### config.mk
export PLATFORM = sky130hd
export DESIGN_NAME = bitbal_sched_flat
export DESIGN_NICKNAME = d
export VERILOG_FILES = /design/src/rtl/bitbal_pkg.sv /design/src/rtl/bitbal_sched_if.sv /design/src/rtl/bitbal_rr_arbiter.sv /design/src/rtl/bitbal_sched.sv /design/src/flat_wrapper.sv
export SDC_FILE = /design/constraint.sdc
export NUM_CORES = 1
export LEC_CHECK = 0
export BUFFER_PORTS_ARGS = -buffer_cell sky130_fd_sc_hd__buf_4
export CORE_UTILIZATION = 45
export CTS_CLUSTER_SIZE = 20
export DETAILED_ROUTE_END_ITERATION = 10
export HOLD_SLACK_MARGIN = 0.06
export PLACE_DENSITY = 0.71
export SKIP_CTS_REPAIR_TIMING = 1
export SLEW_MARGIN = 20
export SYNTH_ARGS = -nofsm -noshare
export SYNTH_HDL_FRONTEND = slang
export SYNTH_HIERARCHICAL = 1
export SYNTH_SLANG_ARGS = --single-unit
export TNS_END_PERCENT = 5
### constraint.sdc
create_clock -name clk -period 4.9 [get_ports clk]
set_clock_uncertainty 0.1 [all_clocks]
set_input_delay 0.98 -clock clk [delete_from_list [all_inputs] [get_ports clk]]
set_output_delay 0.98 -clock clk [all_outputs]
set_load 0.005 [all_outputs]
### src/rtl/bitbal_pkg.sv
// Shared types, default parameters and width helpers for the bit-count scheduler.
package bitbal_pkg;

  typedef enum logic [1:0] {
    StIdle,
    StCount,
    StResult
  } bitbal_state_t;

  localparam int unsigned DefWidth = 8;
  localparam int unsigned DefNreq  = 4;
  localparam int unsigned DefBpc   = 2;

  // Bits needed to hold a population count of a w-bit word (0..w).
  function automatic int unsigned cnt_width(input int unsigned w);
    return $clog2(w + 1);
  endfunction

  // Bits needed for a requester index; never below one bit.
  function automatic int unsigned id_width(input int unsigned n);
    return (n > 1) ? $clog2(n) : 1;
  endfunction

endpackage

### src/rtl/bitbal_sched_if.sv
// Request and result bundle of the bit-count scheduler.
// Optional BITBAL_BALANCE_EN adds res_balanced to the result side.
interface bitbal_sched_if #(
  parameter int unsigned WIDTH = bitbal_pkg::DefWidth,
  parameter int unsigned NREQ  = bitbal_pkg::DefNreq
) ();
  import bitbal_pkg::*;

  localparam int unsigned CntW = cnt_width(WIDTH);
  localparam int unsigned IdW  = id_width(NREQ);

  logic [NREQ-1:0]       req_valid;
  logic [NREQ-1:0]       req_ready;
  logic [NREQ*WIDTH-1:0] req_data;
  logic                  res_valid;
  logic                  res_ready;
  logic [CntW-1:0]       res_count;
  logic [IdW-1:0]        res_id;
`ifdef BITBAL_BALANCE_EN
  logic                  res_balanced;

  modport master (
    output req_valid, req_data, res_ready,
    input  req_ready, res_valid, res_count, res_id, res_balanced
  );
  modport slave (
    input  req_valid, req_data, res_ready,
    output req_ready, res_valid, res_count, res_id, res_balanced
  );
`else
  modport master (
    output req_valid, req_data, res_ready,
    input  req_ready, res_valid, res_count, res_id
  );
  modport slave (
    input  req_valid, req_data, res_ready,
    output req_ready, res_valid, res_count, res_id
  );
`endif

endinterface

### src/rtl/bitbal_rr_arbiter.sv
// Combinational round-robin pick: first set request at or above ptr, wrapping.
module bitbal_rr_arbiter
  import bitbal_pkg::*;
#(
  parameter  int unsigned NREQ = DefNreq,
  localparam int unsigned IdW  = id_width(NREQ)
) (
  input  logic [NREQ-1:0] req,
  input  logic [IdW-1:0]  ptr,
  output logic [NREQ-1:0] grant,
  output logic [IdW-1:0]  grant_id
);

  logic           found;
  logic [IdW-1:0] idx;

  // Scan requesters starting at ptr; the first hit wins.
  always_comb begin
    grant    = '0;
    grant_id = '0;
    found    = 1'b0;
    idx      = '0;
    for (int unsigned i = 0; i < NREQ; i++) begin
      idx = IdW'((32'(ptr) + i) % NREQ);
      if (!found && req[idx]) begin
        found      = 1'b1;
        grant[idx] = 1'b1;
        grant_id   = idx;
      end
    end
  end

endmodule

### src/rtl/bitbal_sched.sv
// Shared serial bit-count scheduler: round-robin accept, BPC bits per cycle,
// result returned over a valid/ready port tagged with the requester id.
// Optional BITBAL_BALANCE_EN adds a registered res_balanced flag.
module bitbal_sched
  import bitbal_pkg::*;
#(
  parameter int unsigned WIDTH = DefWidth,
  parameter int unsigned NREQ  = DefNreq,
  parameter int unsigned BPC   = DefBpc
) (
  input  logic           clk,
  input  logic           reset,
  bitbal_sched_if.slave  bus,
  output logic           busy
);

  localparam int unsigned CntW  = cnt_width(WIDTH);
  localparam int unsigned IdW   = id_width(NREQ);
  localparam int unsigned Beats = WIDTH / BPC;
  localparam int unsigned BeatW = $clog2(Beats + 1);

  bitbal_state_t    state_q, state_d;
  logic [IdW-1:0]   ptr_q, ptr_d;
  logic [WIDTH-1:0] shreg_q, shreg_d;
  logic [CntW-1:0]  acc_q, acc_d;
  logic [BeatW-1:0] beat_q, beat_d;
  logic [IdW-1:0]   id_q, id_d;
`ifdef BITBAL_BALANCE_EN
  logic             bal_q, bal_d;
`endif

  logic [NREQ-1:0]  grant;
  logic [IdW-1:0]   grant_id;
  logic [WIDTH-1:0] word;
  logic [CntW-1:0]  pc;
  logic [CntW-1:0]  acc_sum;

  bitbal_rr_arbiter #(
    .NREQ(NREQ)
  ) u_arb (
    .req     (bus.req_valid),
    .ptr     (ptr_q),
    .grant   (grant),
    .grant_id(grant_id)
  );

  // Mux the granted requester's word.
  always_comb begin
    word = '0;
    for (int unsigned i = 0; i < NREQ; i++) begin
      if (grant[i]) word = bus.req_data[i*WIDTH +: WIDTH];
    end
  end

  // Popcount of the low BPC bits, zero-extended to the accumulator width.
  always_comb begin
    pc = '0;
    for (int unsigned i = 0; i < BPC; i++) begin
      pc = pc + CntW'(shreg_q[i]);
    end
    acc_sum = acc_q + pc;
  end

  // Next-state logic for the accept / count / result sequence.
  always_comb begin
    state_d = state_q;
    ptr_d   = ptr_q;
    shreg_d = shreg_q;
    acc_d   = acc_q;
    beat_d  = beat_q;
    id_d    = id_q;
`ifdef BITBAL_BALANCE_EN
    bal_d   = bal_q;
`endif
    unique case (state_q)
      StIdle: begin
        if (|bus.req_valid) begin
          shreg_d = word;
          id_d    = grant_id;
          acc_d   = '0;
          beat_d  = BeatW'(Beats);
          state_d = StCount;
          ptr_d   = (32'(grant_id) == NREQ - 1) ? '0 : grant_id + IdW'(1);
        end
      end
      StCount: begin
        acc_d   = acc_sum;
        shreg_d = shreg_q >> BPC;
        beat_d  = beat_q - BeatW'(1);
`ifdef BITBAL_BALANCE_EN
        bal_d   = (acc_sum == CntW'(WIDTH / 2));
`endif
        if (beat_q == BeatW'(1)) state_d = StResult;
      end
      StResult: begin
        if (bus.res_ready) state_d = StIdle;
      end
      default: state_d = StIdle;
    endcase
  end

  // State registers; synchronous reset drops any in-flight word.
  always_ff @(posedge clk) begin
    if (reset) begin
      state_q <= StIdle;
      ptr_q   <= '0;
      shreg_q <= '0;
      acc_q   <= '0;
      beat_q  <= '0;
      id_q    <= '0;
`ifdef BITBAL_BALANCE_EN
      bal_q   <= 1'b0;
`endif
    end else begin
      state_q <= state_d;
      ptr_q   <= ptr_d;
      shreg_q <= shreg_d;
      acc_q   <= acc_d;
      beat_q  <= beat_d;
      id_q    <= id_d;
`ifdef BITBAL_BALANCE_EN
      bal_q   <= bal_d;
`endif
    end
  end

  // req_ready depends only on req_valid, ptr and state, masked during reset.
  assign bus.req_ready = (state_q == StIdle && !reset) ? grant : '0;
  assign bus.res_valid = (state_q == StResult);
  assign bus.res_count = acc_q;
  assign bus.res_id    = id_q;
`ifdef BITBAL_BALANCE_EN
  assign bus.res_balanced = bal_q;
`endif
  assign busy = (state_q != StIdle);

endmodule
### src/flat_wrapper.sv
// flat-port wrapper written by rule: the top's interface ports become plain ports
module bitbal_sched_flat import bitbal_pkg::*;
#(
  parameter int unsigned WIDTH = DefWidth,
  parameter int unsigned NREQ  = DefNreq,
  parameter int unsigned BPC   = DefBpc
)
  (clk, reset, busy, bus_req_valid, bus_req_data, bus_res_ready, bus_req_ready, bus_res_valid, bus_res_count, bus_res_id);
  bitbal_sched_if #(.WIDTH(WIDTH), .NREQ(NREQ)) bus_i ();
  input  logic clk;
  input  logic reset;
  output logic busy;
  input wire logic [$bits(bus_i.req_valid)-1:0] bus_req_valid;
  input wire logic [$bits(bus_i.req_data)-1:0] bus_req_data;
  input wire logic [$bits(bus_i.res_ready)-1:0] bus_res_ready;
  output wire logic [$bits(bus_i.req_ready)-1:0] bus_req_ready;
  output wire logic [$bits(bus_i.res_valid)-1:0] bus_res_valid;
  output wire logic [$bits(bus_i.res_count)-1:0] bus_res_count;
  output wire logic [$bits(bus_i.res_id)-1:0] bus_res_id;
  assign bus_i.req_valid = bus_req_valid;
  assign bus_i.req_data = bus_req_data;
  assign bus_i.res_ready = bus_res_ready;
  assign bus_req_ready = bus_i.req_ready;
  assign bus_res_valid = bus_i.res_valid;
  assign bus_res_count = bus_i.res_count;
  assign bus_res_id = bus_i.res_id;
  bitbal_sched #(.WIDTH(WIDTH), .NREQ(NREQ), .BPC(BPC)) u_core (.clk(clk), .reset(reset), .bus(bus_i), .busy(busy));
endmodule
==> run summary, run 1 <==
Share of cells above drive strength 1 = 27.3%
Io pins = 51
Worst slew pin tran = 757 ps
LEAKAGE = 0.877 nW
Most frequent cells in the layout = buf_4, nand2_1, dfxtp_1
Post-DR wirelength/cell = 12.8 µm
Crit. End Element = output pin
Mapped Cells = 211
Insertion delay to the later sink of the worst-skew pair = 260 ps
Iter 0 DRT Violations = 107
Synth-to-layout area growth = 22.5%
# setup viols final = 0
CP max FO = 19
Final Cell Area = 0.00207 mm²
Slew Limit Fails = 0
Critical Path AT = 3170 ps
Crit start category = flop
Clock-pin slew on the worst setup and hold paths = 80 ps
# rows = 21
Root Buffer Master = clkbuf_8
Place WS = 932 ps
Chip width = 63.3 µm
Synthesized flop and latch total = 21
Crit share post-route = 86.8%
Worst r2r path cells = 10
Global-route wire length before repair = 6.24 mm
Initial antenna violation count = 0
Hold WC Path Type = reg -> reg
Pwr Density = 446 mW/mm²
Final WL = 3.78 mm
Layout Cells excl Fill = 295
Final nets = 299
RSZ-0062 raised after global routing = false
Worst setup margin = 647 ps
Num CTS Buffers = 3
Crit path time final = 4250 ps
Netlist cell types = 49
Grt ovf = 0
Die Ht = 63.3 µm
CTS H-Tree Depth = 1
Worst endpoint required time = 3820 ps
WHS Path Cells = 2
CTS max path bufs = 2
Vias in the first global route = 1449
Initial Utilization = 48.7%
Gr usage total = 19.3%
Yosys warns = 6
HPWL after DPL = 2.76 mm
Cell Area, Synth = 0.00169 mm²
CTS tree = yes
Syn nets = 260
Placed cells = 291
Fmax = 235 MHz
Vias per cell = 5.54
DIE AREA = 0.00401 mm²
Most used DFF post-synth = dfxtp_1
Post-placement cell area = 0.00202 mm²
Placer congestion estimate = 0.794
Core area = 0.00347 mm²
Critical path class = reg -> out
ANT nets after route = 0
Largest net degree at the start of global routing = 30
Max-cap violations = 0
# port buffers = 50
Final hold vios = 0
First-pass DRT Iterations = 4
Relative slew slack = 49.4%
Sum of negative setup slack = 0 ps
Vias = 1633
Post-synth EDFFs = 0
Asr flop ratio synth = 0%
CTS Sinks = 21
Commonest non-fill, non-tap cell in the layout = buf_4
Worst vdd ir = 0.196 mV
Post-Syn Area per Cell = 8.01 µm²
Post-synthesis sequential area ratio = 24.9%
DRC viols = 0
Util after Layout = 59.7%
N_diodes = 0
Status = completed
[final cells by class]
type                            instances  area (µm²)
Inverter                               14        52.6
Tap cell                               46        57.6
Clock buffer                            3        41.3
Clock inverter                          1        5.00
Multi-Input combinational cell        159        1110
Sequential cell                        21         420
Timing Repair Buffer                   51         383
Fill cell                             332        1400
[synthesized netlist by cell type (2+ instances only)]
library cell | count | area [µm²]
or3_1 | 7 | 43.8
clkbuf_1 | 3 | 11.3
and3b_1 | 2 | 17.5
o21ai_0 | 9 | 45.0
nand3_1 | 10 | 50.1
o22ai_1 | 6 | 37.5
nand2b_1 | 5 | 31.3
a221o_2 | 4 | 45.0
a31oi_1 | 10 | 62.6
buf_6 | 3 | 33.8
a21oi_1 | 12 | 60.1
buf_2 | 6 | 30.0
mux2i_1 | 5 | 50.1
dfxtp_1 | 21 | 420
a211oi_1 | 2 | 15.0
a221oi_1 | 6 | 52.6
inv_1 | 14 | 52.6
nor3b_1 | 2 | 15.0
nor2b_1 | 2 | 12.5
ha_1 | 9 | 113
clkbuf_2 | 3 | 15.0
nand2_1 | 25 | 93.8
nor2_1 | 13 | 48.8
nor3_1 | 2 | 10.0
or2_2 | 2 | 12.5
and2_1 | 3 | 18.8
mux4_2 | 3 | 67.6
[power breakdown]
group          internal (mW)  switching (mW)
Clock                 0.0567          0.0571
Combinational          0.264           0.283
Sequential             0.217          0.0456
Total                  0.538           0.385
[metal layers]
metal | GRT usage (%) | part of all wire, %
met5 | 0 | 0
met4 | 3.41 | 0.56
met3 | 5.07 | 6.6
met2 | 32.3 | 46
met1 | 25.0 | 47
[logic make-up after synthesis]
logic type	share of synthesized area (%)
fa+ha+maj	7.85
buf+inv	10.1
xor+xnor	0.518
flops	24.9
simple gates	24.0
compound gates	25.8
mux	6.96
[per-stage QoR]
stage                     power (mW)  hold slack (ps)
after global placement         0.813              362
final                          0.923              375
after global routing            1.01              400
after detailed placement       0.814              370
after CTS                      0.930              381
after floorplan                0.701              336
[registers in the layout, summed over array words and instances (netlist names)]
signal / cells
u_core/beat_q: 3
u_core/bus.res_id: 2
u_core/shreg_q: 8
u_core/bus.res_count: 4
u_core/ptr_q: 2
u_core/state_q: 2
[worst paths after layout]
path | startpoint | to | slack (ps)
max | u_core/ptr_q[0] | bus_req_ready[3] | 650
min | u_core/shreg_q[6] | u_core/shreg_q[6] | 380
max reg2reg | u_core/ptr_q[0] | u_core/shreg_q[4] | 1400
min reg2reg | u_core/shreg_q[6] | u_core/shreg_q[6] | 380
[critical path, cell delays in order, from the launching register on]
cell     delay, ps
dfxtp_1        750
inv_1          180
ha_1           450
mux4_2         390
or2_4          290
nor2b_4        140
a221o_2        210
inv_1          130
nor3_1         240
buf_4          150
No activity file was read; power rests on OpenSTA's default activity.
==> run 2, diff against run 1 <==
--- a/config.mk
+++ b/config.mk
@@ -6,11 +6,13 @@
 export NUM_CORES = 1
 export LEC_CHECK = 0
 export BUFFER_PORTS_ARGS = -buffer_cell sky130_fd_sc_hd__buf_4
-export CORE_UTILIZATION = 45
+export CELL_PAD_IN_SITES_DETAIL_PLACEMENT = 1
+export CELL_PAD_IN_SITES_GLOBAL_PLACEMENT = 2
+export CORE_UTILIZATION = 31
 export CTS_CLUSTER_SIZE = 20
 export DETAILED_ROUTE_END_ITERATION = 10
 export HOLD_SLACK_MARGIN = 0.06
-export PLACE_DENSITY = 0.71
+export PLACE_DENSITY_LB_ADDON = 0.1
 export SKIP_CTS_REPAIR_TIMING = 1
 export SLEW_MARGIN = 20
 export SYNTH_ARGS = -nofsm -noshare
==> run 2 against run 1 <==
Compared with the run above:
- global-route usage fell by 2.7 points
- design area is 1.4% higher
- first-iteration DRC count fell by 38%
- hold slack improved by 6.7 ps
- combinational power rose by 5.3%
- setup slack lost 36 ps
- sequential power hardly changed
- cell count increased by 8.1%
- clock power hardly changed
- non-clock buffer count unchanged
- highest routed layer unchanged
==> run summary, run 2 (synthesis results as in run 1) <==
Status = completed
Insertion delay to the later sink of the worst-skew pair = 250 ps
Post-placement cell area = 0.00205 mm²
Crit. End Element = output pin
Vias per cell = 5.15
LEAKAGE = 0.874 nW
Filler cells = 645
Root Buffer Master = clkbuf_8
Chip width = 75.8 µm
ANT nets after route = 0
Largest net degree at the start of global routing = 30
Util after Layout = 40.6%
Share of cells above drive strength 1 = 26.9%
DIE AREA = 0.00575 mm²
Reg with most FFs = u_core/shreg_q
Global-route wire length before repair = 7.30 mm
N_diodes = 0
Synth-to-layout area growth = 24.2%
Max reg flops = 8
Initial Utilization = 32.7%
Fmax = 233 MHz
CTS tree = yes
Pwr Density = 454 mW/mm²
Vias in the first global route = 1492
RSZ-0062 raised after global routing = false
Sum of negative setup slack = 0 ps
Crit path time final = 4290 ps
DRC viols = 0
Final Cell Area = 0.00210 mm²
CP max FO = 19
Final hold vios = 0
Iter 0 DRT Violations = 66
Vias = 1643
Worst endpoint required time = 3820 ps
Critical Path, Cell by Cell = inv_1 > ha_1 > mux4_2 > or2_4 > nor2b_4 > a221o_2 > inv_1 > nor3_1 > buf_4
Critical Path AT = 3210 ps
Slowest CP cell = dfxtp_1
Crit-path most repeated cell = inv_1
Final nets = 299
Most frequent cells in the layout = buf_4, nand2_1, dfxtp_1
Die Ht = 75.8 µm
Worst vdd ir = 0.171 mV
Slew Limit Fails = 0
Gr usage total = 16.6%
Hold WC Path Type = reg -> reg
# rows = 26
Placer congestion estimate = 0.757
# setup viols final = 0
WHS = 382 ps
Core area = 0.00517 mm²
Crit share post-route = 87.5%
CTS Sinks = 21
Crit start category = flop
HPWL after DPL = 3.55 mm
Commonest non-fill, non-tap cell in the layout = buf_4
Relative slew slack = 45.7%
Max-cap violations = 0
Clock-pin slew on the worst setup and hold paths = 80 ps
Critical path class = reg -> out
Num CTS Buffers = 3
# port buffers = 50
Grt ovf = 0
Worst slew pin tran = 814 ps
Worst path max stage delay = 770 ps
CTS H-Tree Depth = 1
Io pins = 51
CTS max path bufs = 2
Final WL = 4.77 mm
First-pass DRT Iterations = 4
Post-DR wirelength/cell = 14.9 µm
Initial antenna violation count = 0
[run 2: cell count changes in the layout (fill, tap and decap cells not counted)]
cell | previous run | this run
clkbuf_1 | 0 | 1
clkinv_2 | 1 | 0
[run 2: through the flow]
step,instances,setup slack [ps],total power [mW]
after global placement,315,966,0.853
after floorplan,211,1200,0.701
after CTS,319,592,0.962
after detailed placement,315,912,0.845
after global routing,319,245,1.04
final,319,611,0.952
[run 2: cell type report]
cell class | instances | area [µm²] | area share [%]
clock buffer | 4 | 45.0 | 2.15
inverter | 14 | 52.6 | 2.50
multi-input combinational | 159 | 1110 | 52.9
sequential | 21 | 420 | 20.0
tap | 70 | 87.6 | 4.17
timing repair buffer | 51 | 383 | 18.2
[run 2: critical path, delay by kind of cell (launching register included)]
kind / cells / cell delay [ps]
muxes: 1 / 410
adders and majority gates: 1 / 460
buffers and inverters: 3 / 460
and+or+nand+nor: 3 / 650
AOI/OAI and AO/OA: 1 / 210
DFF: 1 / 770
[run 2: path summary, 6_finish.rpt]
kind | from | end | slack, ps | cells past startpoint
worst min-delay path | u_core/shreg_q[2] | u_core/shreg_q[0] | 380 | 2
worst min register to register | u_core/shreg_q[2] | u_core/shreg_q[0] | 380 | 2
worst max-delay path | u_core/ptr_q[0] | bus_req_ready[3] | 610 | 9
worst max register to register | u_core/ptr_q[0] | u_core/shreg_q[2] | 1210 | 10
[run 2: per-layer routing]
layer	wire length, µm	track usage (%)	vias to the layer above
met4	34	4.94	0
met3	87	1.06	2
met1	2330	23.2	783
met2	2320	27.4	18
li1	-	-	840
met5	0	0	-
[run 2: power breakdown]
| group | leakage [nW] | switching [mW] | internal, mW |
|---|---|---|---|
| Clock | 0.0228 | 0.0543 | 0.0578 |
| Combinational | 0.679 | 0.310 | 0.265 |
| Sequential | 0.173 | 0.0478 | 0.217 |
| Total | 0.874 | 0.412 | 0.540 |
==> run 3, diff against run 2 <==
--- a/config.mk
+++ b/config.mk
@@ -8,11 +8,12 @@
 export BUFFER_PORTS_ARGS = -buffer_cell sky130_fd_sc_hd__buf_4
 export CELL_PAD_IN_SITES_DETAIL_PLACEMENT = 1
 export CELL_PAD_IN_SITES_GLOBAL_PLACEMENT = 2
+export CORE_ASPECT_RATIO = 0.9
 export CORE_UTILIZATION = 31
 export CTS_CLUSTER_SIZE = 20
 export DETAILED_ROUTE_END_ITERATION = 10
 export HOLD_SLACK_MARGIN = 0.06
-export PLACE_DENSITY_LB_ADDON = 0.1
+export PLACE_DENSITY = 0.92
 export SKIP_CTS_REPAIR_TIMING = 1
 export SLEW_MARGIN = 20
 export SYNTH_ARGS = -nofsm -noshare
==> run 3 against run 2 <==
Compared with the run above:
- critical endpoint unchanged
- core utilization fell by 0.57 points
- critical path type unchanged
- fmax rose by 2.0%
- sequential share of layout area barely moved
- cell count fell by 0.63%
- largest cell class unchanged
- first-iteration DRC count rose by 15%
==> run summary, run 3 (synthesis results as in run 1) <==
RSZ-0062 raised after global routing = false
Crit. End Element = output pin
Iter 0 DRT Violations = 76
Critical path class = reg -> out
N_diodes = 0
Slew Limit Fails = 0
CTS Sinks = 21
# rows = 25
DRC viols = 0
Status = completed
Relative slew slack = 49.1%
Grt ovf = 0
CTS tree = yes
Core area = 0.00526 mm²
Max reg flops = 8
Crit-path most repeated cell = inv_1
Share of cells above drive strength 1 = 27.2%
Crit start category = flop
Worst setup margin = 693 ps
Reg with most FFs = u_core/shreg_q
Chip width = 79.8 µm
Largest net degree at the start of global routing = 30
Clock share of power = 11.9%
Final WL = 4.70 mm
Commonest non-fill, non-tap cell in the layout = buf_4
Critical path buffer and inverter count = 3
Slowest CP cell = dfxtp_1
Sw power = 0.410 mW
Io pins = 51
Worst path max stage delay = 660 ps
Most frequent cells in the layout = buf_4, nand2_1, dfxtp_1
Global-route wire length before repair = 7.58 mm
HPWL after DPL = 3.52 mm
Worst vdd ir = 0.156 mV
Gr usage total = 16.7%
Critical Path AT = 3130 ps
Sum of negative setup slack = 0 ps
Final Cell Area = 0.00210 mm²
DIE AREA = 0.00575 mm²
# setup viols final = 0
Initial antenna violation count = 0
Placed cells = 313
Crit share post-route = 85.9%
Util after Layout = 40.0%
# port buffers = 50
Num CTS Buffers = 3
Worst endpoint required time = 3820 ps
Switching Share = 42.9%
WHS = 382 ps
Placer congestion estimate = 0.764
Vias = 1673
Root Buffer Master = clkbuf_8
Vias per cell = 5.28
CTS H-Tree Depth = 1
Post-DR wirelength/cell = 14.8 µm
Final nets = 300
Hold WC Path Type = reg -> reg
Fmax = 238 MHz
Internal power = 0.545 mW
Place WS = 833 ps
Insertion delay to the later sink of the worst-skew pair = 260 ps
Crit path time final = 4210 ps
Filler cells = 668
ANT nets after route = 0
Die Ht = 72.1 µm
Clock-pin slew on the worst setup and hold paths = 80 ps
Worst slew pin tran = 763 ps
Top delay family on crit path = simple AND/OR/NAND/NOR gates
Layout Cells excl Fill = 317
Post-placement cell area = 0.00206 mm²
CP max FO = 14
Vias in the first global route = 1601
Critical Path, Cell by Cell = inv_1 > ha_1 > mux4_2 > or2_4 > nor2b_4 > a221o_2 > inv_1 > nor3_1 > buf_4
Max-cap violations = 0
LEAKAGE = 0.880 nW
Comb pwr share = 62.0%
Initial Utilization = 32.2%
Pwr Density = 454 mW/mm²
CTS max path bufs = 2
Seq pwr share = 26.1%
PnR Total Power = 0.956 mW
First-pass DRT Iterations = 4
Synth-to-layout area growth = 24.4%
Final hold vios = 0
run 3: changes by cell type in the layout (fill, tap and decap cells not counted), sizes merged:
cell and change:
buf +1
run 3: per-layer routing:
layer	vias up	wire length, µm	global-route usage [%]
li1	841	-	-
met1	799	2320	23.8
met5	-	0	0
met4	0	47	4.76
met2	29	2190	26.5
met3	4	142	1.89
run 3: power groups by stage:
stage,clock (mW),sequential [mW],combinational (mW)
after detailed placement,0,0.253,0.591
after CTS,0.117,0.250,0.594
final,0.114,0.250,0.593
after global placement,0,0.252,0.580
after global routing,0.124,0.255,0.663
after floorplan,0,0.244,0.458
run 3: worst paths after layout:
path,start,end,slack (ps),cells after the start
worst min register to register,u_core/shreg_q[7],u_core/shreg_q[7],380,2
worst max-delay path,u_core/ptr_q[1],bus_req_ready[3],690,9
worst min-delay path,u_core/shreg_q[7],u_core/shreg_q[7],380,2
worst max register to register,u_core/ptr_q[1],u_core/shreg_q[1],1450,10
run 3: area by class of cell:
class                   count  area, µm²  area share [%]
multi-input cells         159       1110            52.8
flip-flops and latches     21        420            20.0
repair buffers             52        390            18.6
well taps                  67       83.8            3.99
inverters                  14       52.6            2.50
clock buffers               4       45.0            2.14
run 3: worst reg2reg max path: stages, from the launching register on:
cell and delay [ps]:
dfxtp_1 660, inv_1 130, ha_1 420, mux4_2 400
or2_4 290, nor2b_4 150, a221o_2 290, and2b_1 280
a221oi_1 360, or3_1 180, a31oi_1 70
